===== config.mk =====
export PLATFORM = sky130hd
export DESIGN_NAME = key_cmd_ctrl
export DESIGN_NICKNAME = d
export VERILOG_FILES = /design/src/rtl/key_cmd_ctrl.sv
export SDC_FILE = /design/constraint.sdc
export NUM_CORES = 1
export LEC_CHECK = 0
export ABC_AREA = 0
export BUFFER_PORTS_ARGS = -buffer_cell sky130_fd_sc_hd__buf_4
export CORE_AREA = 2 2 206 208
export DETAILED_ROUTE_END_ITERATION = 10
export DIE_AREA = 0 0 208 210
export SLEW_MARGIN = 40
export SYNTH_ARGS = -nofsm -noshare
export SYNTH_HDL_FRONTEND = slang
export SYNTH_SLANG_ARGS = --single-unit

===== constraint.sdc =====
create_clock -name clk -period 1.75 [get_ports clk]
set_input_delay 0.35 -clock clk [delete_from_list [all_inputs] [get_ports clk]]
set_output_delay 0.35 -clock clk [all_outputs]
set_load 0.05 [all_outputs]

===== src/rtl/key_cmd_ctrl.sv =====
// rtl/key_cmd_ctrl.sv - turns decoded PS/2 key events into move pulses and pause/flip levels
//
// Optional feature macro: KEY_CMD_AUTOREPEAT_EN
//   defined   : held direction keys auto-repeat (REPEAT_DELAY, then every REPEAT_PERIOD)
//   undefined : one move pulse per direction make; repeat parameters are unused
//
// Ports:
//   clk          in   system clock
//   rst          in   asynchronous active-low reset
//   key_valid    in   one-cycle strobe; last_change is valid this cycle
//   last_change  in   [8:0] scan code of the key that just changed
//   key_down     in   [511:0] held state of every scan code
//   move         out  [3:0] one-hot one-cycle pulses {right, left, down, up}
//   pause        out  pause level, toggled by P
//   flip         out  [1:0] {vertical, horizontal} flip levels, toggled by V / H
module key_cmd_ctrl #(
  parameter int REPEAT_DELAY  = 50_000_000,
  parameter int REPEAT_PERIOD = 10_000_000,
  parameter int CNT_W         = 26
) (
  input  logic         clk,
  input  logic         rst,
  input  logic         key_valid,
  input  logic [8:0]   last_change,
  input  logic [511:0] key_down,
  output logic [3:0]   move,
  output logic         pause,
  output logic [1:0]   flip
);

  localparam logic [8:0] KEY_W = 9'h1D;
  localparam logic [8:0] KEY_S = 9'h1B;
  localparam logic [8:0] KEY_A = 9'h1C;
  localparam logic [8:0] KEY_D = 9'h23;
  localparam logic [8:0] KEY_P = 9'h4D;
  localparam logic [8:0] KEY_H = 9'h33;
  localparam logic [8:0] KEY_V = 9'h2A;

  logic       is_make;
  logic       dir_hit;
  logic [1:0] dir_new;
  logic       move_start;

  always_comb begin
    is_make = key_valid & key_down[last_change];
    dir_hit = 1'b1;
    dir_new = 2'd0;
    case (last_change)
      KEY_W:   dir_new = 2'd0;
      KEY_S:   dir_new = 2'd1;
      KEY_A:   dir_new = 2'd2;
      KEY_D:   dir_new = 2'd3;
      default: dir_hit = 1'b0;
    endcase
  end

  // Direction makes are swallowed entirely while paused.
  assign move_start = is_make & dir_hit & ~pause;

  function automatic logic [3:0] dir_onehot(input logic [1:0] d);
    return 4'b0001 << d;
  endfunction

`ifdef KEY_CMD_AUTOREPEAT_EN
  typedef enum logic [1:0] {S_IDLE, S_DELAY, S_REPEAT} state_t;

  localparam logic [CNT_W-1:0] DELAY_LD  = CNT_W'(REPEAT_DELAY - 1);
  localparam logic [CNT_W-1:0] PERIOD_LD = CNT_W'(REPEAT_PERIOD - 1);

  state_t           state_q;
  logic [CNT_W-1:0] cnt_q;
  logic [1:0]       dir_q;
  logic [8:0]       dir_code;
  logic             abort;

  always_comb begin
    case (dir_q)
      2'd0:    dir_code = KEY_W;
      2'd1:    dir_code = KEY_S;
      2'd2:    dir_code = KEY_A;
      default: dir_code = KEY_D;
    endcase
    // Leaving the repeat path beats a counter expiry in the same cycle.
    abort = ~key_down[dir_code]
          | (key_valid & ~key_down[last_change] & (last_change == dir_code))
          | pause;
  end
`endif

  always_ff @(posedge clk or negedge rst) begin
    if (!rst) begin
      move    <= 4'b0000;
      pause   <= 1'b0;
      flip    <= 2'b00;
`ifdef KEY_CMD_AUTOREPEAT_EN
      state_q <= S_IDLE;
      cnt_q   <= '0;
      dir_q   <= 2'd0;
`endif
    end else begin
      move <= 4'b0000;
      if (is_make && last_change == KEY_P) pause   <= ~pause;
      if (is_make && last_change == KEY_H) flip[0] <= ~flip[0];
      if (is_make && last_change == KEY_V) flip[1] <= ~flip[1];
`ifdef KEY_CMD_AUTOREPEAT_EN
      if (move_start) begin
        // A fresh make always restarts, abandoning any older held direction.
        dir_q   <= dir_new;
        move    <= dir_onehot(dir_new);
        cnt_q   <= DELAY_LD;
        state_q <= S_DELAY;
      end else if (state_q != S_IDLE) begin
        if (abort) begin
          state_q <= S_IDLE;
          cnt_q   <= '0;
        end else if (cnt_q == '0) begin
          move    <= dir_onehot(dir_q);
          cnt_q   <= PERIOD_LD;
          state_q <= S_REPEAT;
        end else begin
          cnt_q <= cnt_q - 1'b1;
        end
      end
`else
      if (move_start) move <= dir_onehot(dir_new);
`endif
    end
  end

endmodule


==> qor.csv, run 1 <==
metric;value;unit
Area Overhead vs Synth;129.0;%
Clk pin slew, worst setup/hold paths;0.04;ns
Final Hold Vio Count;0;
Die Height;210;um
Pre-Repair DR Iteration Count;5;
DIE WIDTH;208;um
Routed WL per cell;23.66;um
failing checks;negative setup slack;
Gate Count Post-Synth;462;
Startpoint Class;input port;
Clock Power Share;0.123;
I/O pin count;531;
DR vias;7067;
Post-Syn Area;4775;sq um
library cells used by synthesis;51;
commonest non-fill, non-tap cell in the layout;buf_4;
htree depth;1;
CTS tree;done;
RSZ-0062 raised after global routing;yes;
most frequent cells in the layout;buf_4, mux4_2, mux2i_1, a22oi_1, nand2_1;
final period utilization;1.408;
syn avg cell area;10.33;sq um
Worst Hold Class;register to register;
worst-path fanout max;8;
fin nets;1624;
Detail Route Antenna Nets;0;
final setup TNS;-4.577;ns
Hold WS;0.4740;ns
vias in the first global route;7761;
combinational power share;0.825;
share of layout cells above drive strength 1;0.7571;
initial antenna violation count;3;
sequential standard cell area;175.2;sq um
first-pass GRT wire length;52760;um
P_int;2.108;mW
hpwl dp;33970;um
die area;43680;sq um
Root Driver;clkbuf_16;
Net Sw Frac;0.3405;
Num CTS Buffers;3;
number of synthesis warnings;0;
DR vias/cell;4.312;
relative slew slack;0.6937;
FP Rows;75;
Initial Util;0.1151;
switching power;1.088;mW
Fmax achieved;0.4059;GHz
sequential share of power;0.053;
worst setup margin;-0.7136;ns
Fillers;4397;
CTS sink cnt;7;
Final Max Tran Viols;0;
Clk Latency, worst-skew pair;0.23;ns
cell taking the most area after synthesis;mux4_2;
Tmin final;2.464;ns
total gr overflow;0;
post-synthesis register bit count;7;
max-cap violations;0;
actual slew at the worst max-slew pin;0.4569;ns
routed wire length;38780;um
outcome;finished, violations left;
LEAKAGE;5.110;nW
Worst EP required;1.87;ns
CP endpoint kind;register;
Setup Skew;0.003053;ns
largest net degree at the start of global routing;31;
port bufs;530;
Setup CP Type;input port to register;
Multi-input gate area;4503;sq um
pwr/cell area;292.3;nW/um^2
worst-case clock buffer depth;2;
VDD IR max;240.1;uV
critical path arrival;2.58;ns
Seq/Total Area, Yosys;0.03669;
dominant cells by area after synthesis;mux4_2, mux2i_1, a22oi_1;
DRC viols;0;
Tot GR Track Use;0.1668;
violation count after the first detailed-routing iteration;330;
top cell type's share of synthesized area;0.4009;
Synth Net Count;986;
Final Wtd Congestion;0.8718;
Core Area;41480;sq um
# setup viols final;7;
==> state kept, by name (all words and copies together) (netlist names) <==
register / cells
flip: 2
move: 4
pause: 1
==> layer usage <==
metal | up-vias | track usage | wire length, um
li1 | 3240 | - | -
met3 | 40 | 0.03576 | 2666
met5 | - | 0 | 29
met4 | 4 | 0.03008 | 881
met1 | 3405 | 0.1941 | 14770
met2 | 378 | 0.3148 | 20430
==> stage by stage <==
stage | total power [mW] | cells | setup slack, ns | util | cell area (sq um)
after detailed placement | 2.652 | 1609 | -1.343 | 0.2476 | 10270
after global routing | 3.384 | 1638 | -0.7843 | 0.2636 | 10930
after global placement | 2.628 | 1609 | -1.361 | 0.2476 | 10270
after floorplan | 1.129 | 462 | -0.7315 | - | 4853
final | 3.196 | 1639 | -0.7136 | 0.2637 | 10940
after CTS | 3.185 | 1630 | -0.7301 | 0.2599 | 10780
==> repair_timing <==
action,in CTS,in global routing
pin swaps,9,13
hold buffers,1,0
endpoints found under the setup margin,7,7
gates resized for setup,44,20
setup buffers,17,9
gates cloned,1,1
endpoints found under the hold margin,7,0
==> Yosys cell counts, drive strengths merged <==
master and instances:
a22o 4, a221oi 1, a311oi 1, or2 2, clkbuf 25, nand3 12, o41ai 1, a2bb2oi 1
nand3b 1, nor2 12, or4 3, mux2 18, and2 6, nand2 33, nor3b 1, a211oi 5
o21ai 8, o22ai 10, o31ai 1, nor3 5, o2111ai 7, dfrtp 7, o311ai 2, buf 27
a32oi 2, nand4b 1, o221ai 3, inv 2, a41oi 1, mux4 85, and3 5, clkinv 1
o21a 2, and3b 1, nor2b 8, a31oi 5, o211ai 5, mux2i 84, nor4b 2, xor2 3
nand4 5, nor4 5, nand2b 5, a22oi 37, a21oi 7
==> power by group through the flow <==
stage	combinational (mW)	sequential (mW)	clock (mW)
detailed placement	2.48	0.170	0
floorplan	0.950	0.179	0
CTS	2.62	0.168	0.399
finish	2.64	0.168	0.392
global route	2.80	0.169	0.412
global placement	2.46	0.171	0
==> worst max-delay path, cell delays in order <==
cell,delay (ns)
buf_16,0.12
buf_16,0.14
buf_12,0.15
buf_16,0.14
buf_4,0.13
mux4_2,0.49
mux2_2,0.29
a31oi_1,0.20
o21ai_1,0.12
a311oi_1,0.23
buf_4,0.17
nor3b_2,0.04
==> final timing paths <==
path / start / to / slack (ns) / cells past startpoint
worst max-delay path: last_change[0] / move[3] / -0.71 / 12
worst min-delay path: flip[1] / flip[1] / 0.47 / 1
max in group asynchronous: rst / move[0] / 1.10 / 2
worst max register to register: pause / move[3] / 0.46 / 2
worst min register to register: flip[1] / flip[1] / 0.47 / 1
min in group asynchronous: rst / pause / 0.52 / 2
==> layout make-up <==
type                    count  area share
inverters                   3    0.001030
diodes                      1   0.0002288
well taps                 539     0.06167
flip-flops and latches      7     0.01602
multi-input cells         400      0.4118
repair buffers            685      0.5021
clock buffers               4    0.007208
==> cells by family after synthesis <==
family / Yosys count / synth area share
DFF: 7 / 0.03669
AOI/OAI and AO/OA: 103 / 0.1562
and+or+nand+nor: 107 / 0.1195
buffers and inverters: 55 / 0.06263
muxes: 187 / 0.6195
xor gates and xnor gates: 3 / 0.005504
Power figures use the tool's default switching activity.
==> run 2, diff against run 1 <==
--- a/config.mk
+++ b/config.mk
@@ -10,6 +10,7 @@
 export CORE_AREA = 2 2 206 208
 export DETAILED_ROUTE_END_ITERATION = 10
 export DIE_AREA = 0 0 208 210
+export SKIP_CTS_REPAIR_TIMING = 1
 export SLEW_MARGIN = 40
 export SYNTH_ARGS = -nofsm -noshare
 export SYNTH_HDL_FRONTEND = slang
==> run 2 against run 1 <==
The flow still finishes with violations (negative setup slack). Global-route usage is 0.37 points lower. Clock skew hardly changed. Via count is 1.4% lower. Combinational power is 3% lower.
==> qor.csv, run 2 (synthesis gave the netlist of run 1 again) <==
metric;value;unit;change
VDD IR max;239.9;uV;about the same
Clock Power Share;0.125;;+0.002
pwr/cell area;292.0;nW/um^2;about the same
first-pass GRT wire length;51610;um;-2.2%
DR vias;6971;;-1.4%
P_int;2.066;mW;-2.0%
Startpoint Class;input port;;
Setup CP Type;input port to register;;
Worst Hold Class;register to register;;
worst-case clock buffer depth;2;;unchanged
Initial Util;0.1151;;unchanged
crit-path most repeated cell;buf_16;;
Largest regs;move (4), flip (2), pause (1);;
relative slew slack;0.6702;;-0.02354
port bufs;530;;unchanged
fin nets;1610;;-0.86%
Clk pin slew, worst setup/hold paths;0.04;ns;about the same
hpwl dp;33970;um;unchanged
commonest non-fill, non-tap cell in the layout;buf_4;;
Detail Route Antenna Nets;0;;unchanged
Pre-Repair DR Iteration Count;4;;-1
Final Power;3.135;mW;-1.9%
sequential share of power;0.054;;about the same
routed wire length;38580;um;-0.52%
Routed WL per cell;23.74;um;+0.34%
Largest register FFs;4;;unchanged
Fmax achieved;0.4122;GHz;+1.6%
Clk Latency, worst-skew pair;0.23;ns;about the same
Biggest register;move;;
RSZ-0062 raised after global routing;yes;;
Max stage delay cell, worst path;mux4_2;;
switching power;1.069;mW;-1.8%
most frequent cells in the layout;buf_4, mux4_2, mux2i_1, nand2_1, a22oi_1;;
Die Height;210;um;unchanged
worst-path fanout max;34;;+26
CTS sink cnt;7;;unchanged
Final Hold Vio Count;0;;unchanged
critical path's top delay family;multiplexers;;
share of layout cells above drive strength 1;0.7475;;-0.009586
combinational power share;0.821;;-0.004
LEAKAGE;5.010;nW;-1.9%
DRC viols;0;;unchanged
Setup Skew;0.003170;ns;+0.0001170 ns
sequence of cells on the critical path;buf_16 > buf_16 > buf_16 > mux4_2 > mux2_2 > a31oi_2 > o21ai_0 > a311oi_1 > buf_4 > nor3b_1;;
# setup viols final;7;;unchanged
worst setup margin;-0.6758;ns;+0.03776 ns
CP endpoint kind;register;;
final setup TNS;-3.994;ns;+0.5827 ns
Hold WS;0.4740;ns;-0.000008000 ns
initial antenna violation count;3;;unchanged
critical path arrival;2.55;ns;-0.03 ns
Core Area;41480;sq um;unchanged
FP Rows;75;;unchanged
Tot GR Track Use;0.1631;;-0.003739
failing checks;negative setup slack;;
Buf+Inv Stages, Crit Path;4;;-2
Net Sw Frac;0.3409;;+0.0004136
DIE WIDTH;208;um;unchanged
Tmin final;2.426;ns;-0.03776 ns
Final Wtd Congestion;0.8718;;unchanged
Root Driver;clkbuf_16;;
Num CTS Buffers;3;;unchanged
total gr overflow;0;;unchanged
vias in the first global route;7595;;-2.1%
DR vias/cell;4.290;;-0.51%
Final Max Tran Viols;0;;unchanged
actual slew at the worst max-slew pin;0.4896;ns;+0.03263 ns
CTS tree;done;;
Area Overhead vs Synth;124.8;%;
outcome;finished, violations left;;
final period utilization;1.386;;-0.02157
violation count after the first detailed-routing iteration;337;;+2.1%
largest net degree at the start of global routing;35;;+13%
crit-path max cell delay;0.53;ns;+0.04 ns
I/O pin count;531;;unchanged
max-cap violations;0;;unchanged
htree depth;1;;unchanged
Worst EP required;1.87;ns;about the same
die area;43680;sq um;unchanged
-- run 2: cell types whose count changed in the layout (fill, tap and decap cells not counted), sizes merged --
cell	delta
buf	-17
clkbuf	+3
-- run 2: path summary, 6_finish.rpt --
kind | start | to | slack, ns | depth (start not counted)
max in group asynchronous | rst | move[0] | 1.10 | 2
min in group asynchronous | rst | flip[0] | 0.52 | 2
worst min register to register | flip[1] | flip[1] | 0.47 | 1
worst max-delay path | last_change[0] | move[3] | -0.68 | 10
worst min-delay path | flip[1] | flip[1] | 0.47 | 1
worst max register to register | pause | move[3] | 0.45 | 2
-- run 2: final cells by class --
| class | count | area (sq um) |
|---|---|---|
| fill | 4424 | 30740 |
| timing repair buffer | 671 | 5315 |
| multi-input combinational | 400 | 4477 |
| tap | 539 | 674.4 |
| sequential | 7 | 175.2 |
| clock buffer | 4 | 78.83 |
| inverter | 3 | 11.26 |
| antenna | 1 | 2.502 |
-- run 2: per-layer routing --
layer | global-route usage | vias up | wire (um)
met2 | 0.3067 | 368 | 20410
met3 | 0.03546 | 37 | 2598
li1 | - | 3212 | -
met4 | 0.02788 | 4 | 799
met5 | 0 | - | 29
met1 | 0.1909 | 3350 | 14750
-- run 2: worst register-to-register path, cell delays in order, from the launching register on --
cell	delay, ns
dfrtp_1	0.43
or4_1	0.57
nor3b_1	0.21
-- run 2: power groups by stage --
stage | clock [mW] | combinational [mW] | sequential [mW]
after global placement | 0 | 2.46 | 0.171
after detailed placement | 0 | 2.48 | 0.170
after CTS | 0.399 | 2.49 | 0.168
after floorplan | 0 | 0.950 | 0.179
after global routing | 0.412 | 2.74 | 0.169
final | 0.393 | 2.57 | 0.168
-- run 2: through the flow --
step	area, sq um	setup slack [ns]	cells	utilization
after floorplan	4853	-0.7315	462	-
after global placement	10270	-1.361	1609	0.2476
after detailed placement	10270	-1.343	1609	0.2476
after CTS	10350	-1.114	1613	0.2495
after global routing	10730	-0.7394	1624	0.2587
final	10730	-0.6758	1625	0.2588
==> run 3, diff against run 2 <==
==> constraint.sdc (replaced) <==
create_clock -name clk -period 2.63 [get_ports clk]
set_input_delay 0.1315 -clock clk [delete_from_list [all_inputs] [get_ports clk]]
set_output_delay 0.1315 -clock clk [all_outputs]
set_load 0.05 [all_outputs]
==> run 3 against run 2 <==
The flow now finishes without violations. Hold slack worse by 0.19 ns. Setup slack better by 0.86 ns. Clock power is 34% lower. Via count is 4.7% lower. Critical path depth is 1 lower. Register-to-register slack better by 0.92 ns. Critical path type unchanged. Largest power group unchanged. Highest routed layer unchanged.
==> qor.csv, run 3 (synthesis gave the netlist of run 1 again) <==
metric;value;unit;change
outcome;complete, no violations;;
DP Area;9646;sq um;-6.1%
R2R setup slack;1.37;ns;+0.92 ns
Setup Skew;0.003948;ns;+0.0007778 ns
DIE WIDTH;208;um;unchanged
Initial Util;0.1151;;unchanged
FP Rows;75;;unchanged
Worst Hold Class;input port to async pin;;
Final Wtd Congestion;0.8443;;-3.2%
Tot GR Track Use;0.1585;;-0.004605
port bufs;530;;unchanged
max-cap violations;0;;unchanged
LEAKAGE;4.485;nW;-10%
sequential share of power;0.059;;+0.005
crit-path max cell delay;0.55;ns;+0.02 ns
RSZ-0062 raised after global routing;no;;
Clk pin slew, worst setup/hold paths;0.04;ns;about the same
Largest register FFs;4;;unchanged
FF-to-FF Start;pause;;
relative slew slack;0.5865;;-0.08362
Setup CP Type;input port to register;;
pwr/cell area;193.5;nW/um^2;-34%
total gr overflow;0;;unchanged
Final Power;1.887;mW;-40%
critical path arrival;2.55;ns;about the same
Detail Route Antenna Nets;0;;unchanged
Startpoint Class;input port;;
# setup viols final;0;;-7
die area;43680;sq um;unchanged
Area Overhead vs Synth;104.2;%;
htree depth;1;;unchanged
hpwl dp;32430;um;-4.5%
worst-path fanout max;12;;-65%
Biggest register;move;;
routed wire length;36330;um;-5.8%
Tmin final;2.446;ns;
VDD IR max;163.2;uV;-32%
Routed WL per cell;23.60;um;-0.58%
Net Sw Frac;0.3410;;about the same
Worst EP required;2.74;ns;+0.87 ns
CTS tree;done;;
first-pass GRT wire length;50960;um;-1.2%
DRC viols;0;;unchanged
CP endpoint kind;register;;
Root Driver;clkbuf_16;;
fin nets;1522;;-5.5%
FF-to-FF path depth;2;;unchanged
Final Max Tran Viols;0;;unchanged
Num CTS Buffers;3;;unchanged
Pre-Repair DR Iteration Count;4;;unchanged
violation count after the first detailed-routing iteration;327;;-3.0%
most frequent cells in the layout;buf_4, mux4_2, mux2i_1, a22oi_1, nand2_1;;
final instance area;9752;sq um;-9.1%
worst reg2reg path endpoint;move[3];;
I/O pin count;531;;unchanged
Max stage delay cell, worst path;or4_4;;
final period utilization;0.9299;;
sequence of cells on the critical path;buf_8 > mux4_2 > a22oi_1 > a211oi_1 > or4_4 > nor4_4 > buf_4 > o21ai_0 > nor3b_1;;
commonest non-fill, non-tap cell in the layout;buf_4;;
Largest regs;move (4), flip (2), pause (1);;
actual slew at the worst max-slew pin;0.6179;ns;+0.1283 ns
share of layout cells above drive strength 1;0.6991;;-0.04837
Core Area;41480;sq um;unchanged
DR vias/cell;4.318;;+0.67%
Fmax achieved;0.4089;GHz;
vias in the first global route;7492;;-1.4%
Final Hold Vio Count;0;;unchanged
DR vias;6646;;-4.7%
worst-case clock buffer depth;2;;unchanged
CTS sink cnt;7;;unchanged
initial antenna violation count;8;;+5
Clk Latency, worst-skew pair;0.23;ns;about the same
Clock Power Share;0.137;;+0.012
largest net degree at the start of global routing;39;;+11%
Die Height;210;um;unchanged
P_int;1.243;mW;-40%
switching power;0.6434;mW;-40%
combinational power share;0.804;;-0.017
==> run 3: cell count changes in the layout (fill, tap and decap cells not counted), sizes merged <==
cell / before / now
buf: 666 / 582
clkbuf: 8 / 4
diode: 1 / 3
==> run 3: metal layers <==
| metal | vias to the layer above | track usage | wire, um |
|---|---|---|---|
| met5 | - | 0 | 27 |
| met4 | 4 | 0.02079 | 401 |
| met3 | 24 | 0.02563 | 2210 |
| met2 | 361 | 0.3014 | 19360 |
| met1 | 3212 | 0.1906 | 14330 |
| li1 | 3045 | - | - |
==> run 3: worst max-delay path by stage <==
stage,slack [ns],to,startpoint,cells past startpoint
after floorplan,0.22,pause,last_change[0],10
after global placement,-0.20,move[3],last_change[0],11
after detailed placement,-0.13,move[3],last_change[0],11
after CTS,0.11,move[3],last_change[0],11
after global routing,0.01,move[3],last_change[0],12
final,0.18,move[3],last_change[0],9
==> run 3: power by group through the flow <==
stage	combinational [mW]	sequential, mW	clock (mW)
3_5_place_dp	1.54	0.113	0
6_report	1.52	0.112	0.258
3_3_place_gp	1.53	0.113	0
2_1_floorplan	0.619	0.119	0
4_1_cts	1.54	0.112	0.261
5_1_grt	1.63	0.112	0.268
==> run 3: through the flow <==
step                worst slack (ns)  hold slack, ns  setup TNS (ns)    util  cells
floorplan                     0.2180         -0.1641               0       -    462
global placement             -0.2045        -0.04913         -0.4399  0.2325   1531
detailed placement           -0.1342        -0.04914         -0.3744  0.2325   1531
CTS                           0.1090         -0.2911               0  0.2344   1535
global route                 0.01217          0.2926               0  0.2351   1538
finish                        0.1845          0.2849               0  0.2351   1539
==> run 3: worst max-delay path, delay by kind of cell <==
family | cells | cell delay (ns)
AO/OA/AOI/OAI | 3 | 0.44
buffers and inverters | 2 | 0.39
multiplexers | 1 | 0.51
AND/OR/NAND/NOR | 3 | 1.08
==> run 3: layout make-up <==
| type | count | area (sq um) |
|---|---|---|
| multi-input cells | 400 | 4318 |
| inverters | 3 | 11.26 |
| fillers | 4492 | 31730 |
| clock buffers | 4 | 78.83 |
| repair buffers | 583 | 4487 |
| well taps | 539 | 674.4 |
| flip-flops and latches | 7 | 175.2 |
| diodes | 3 | 7.507 |
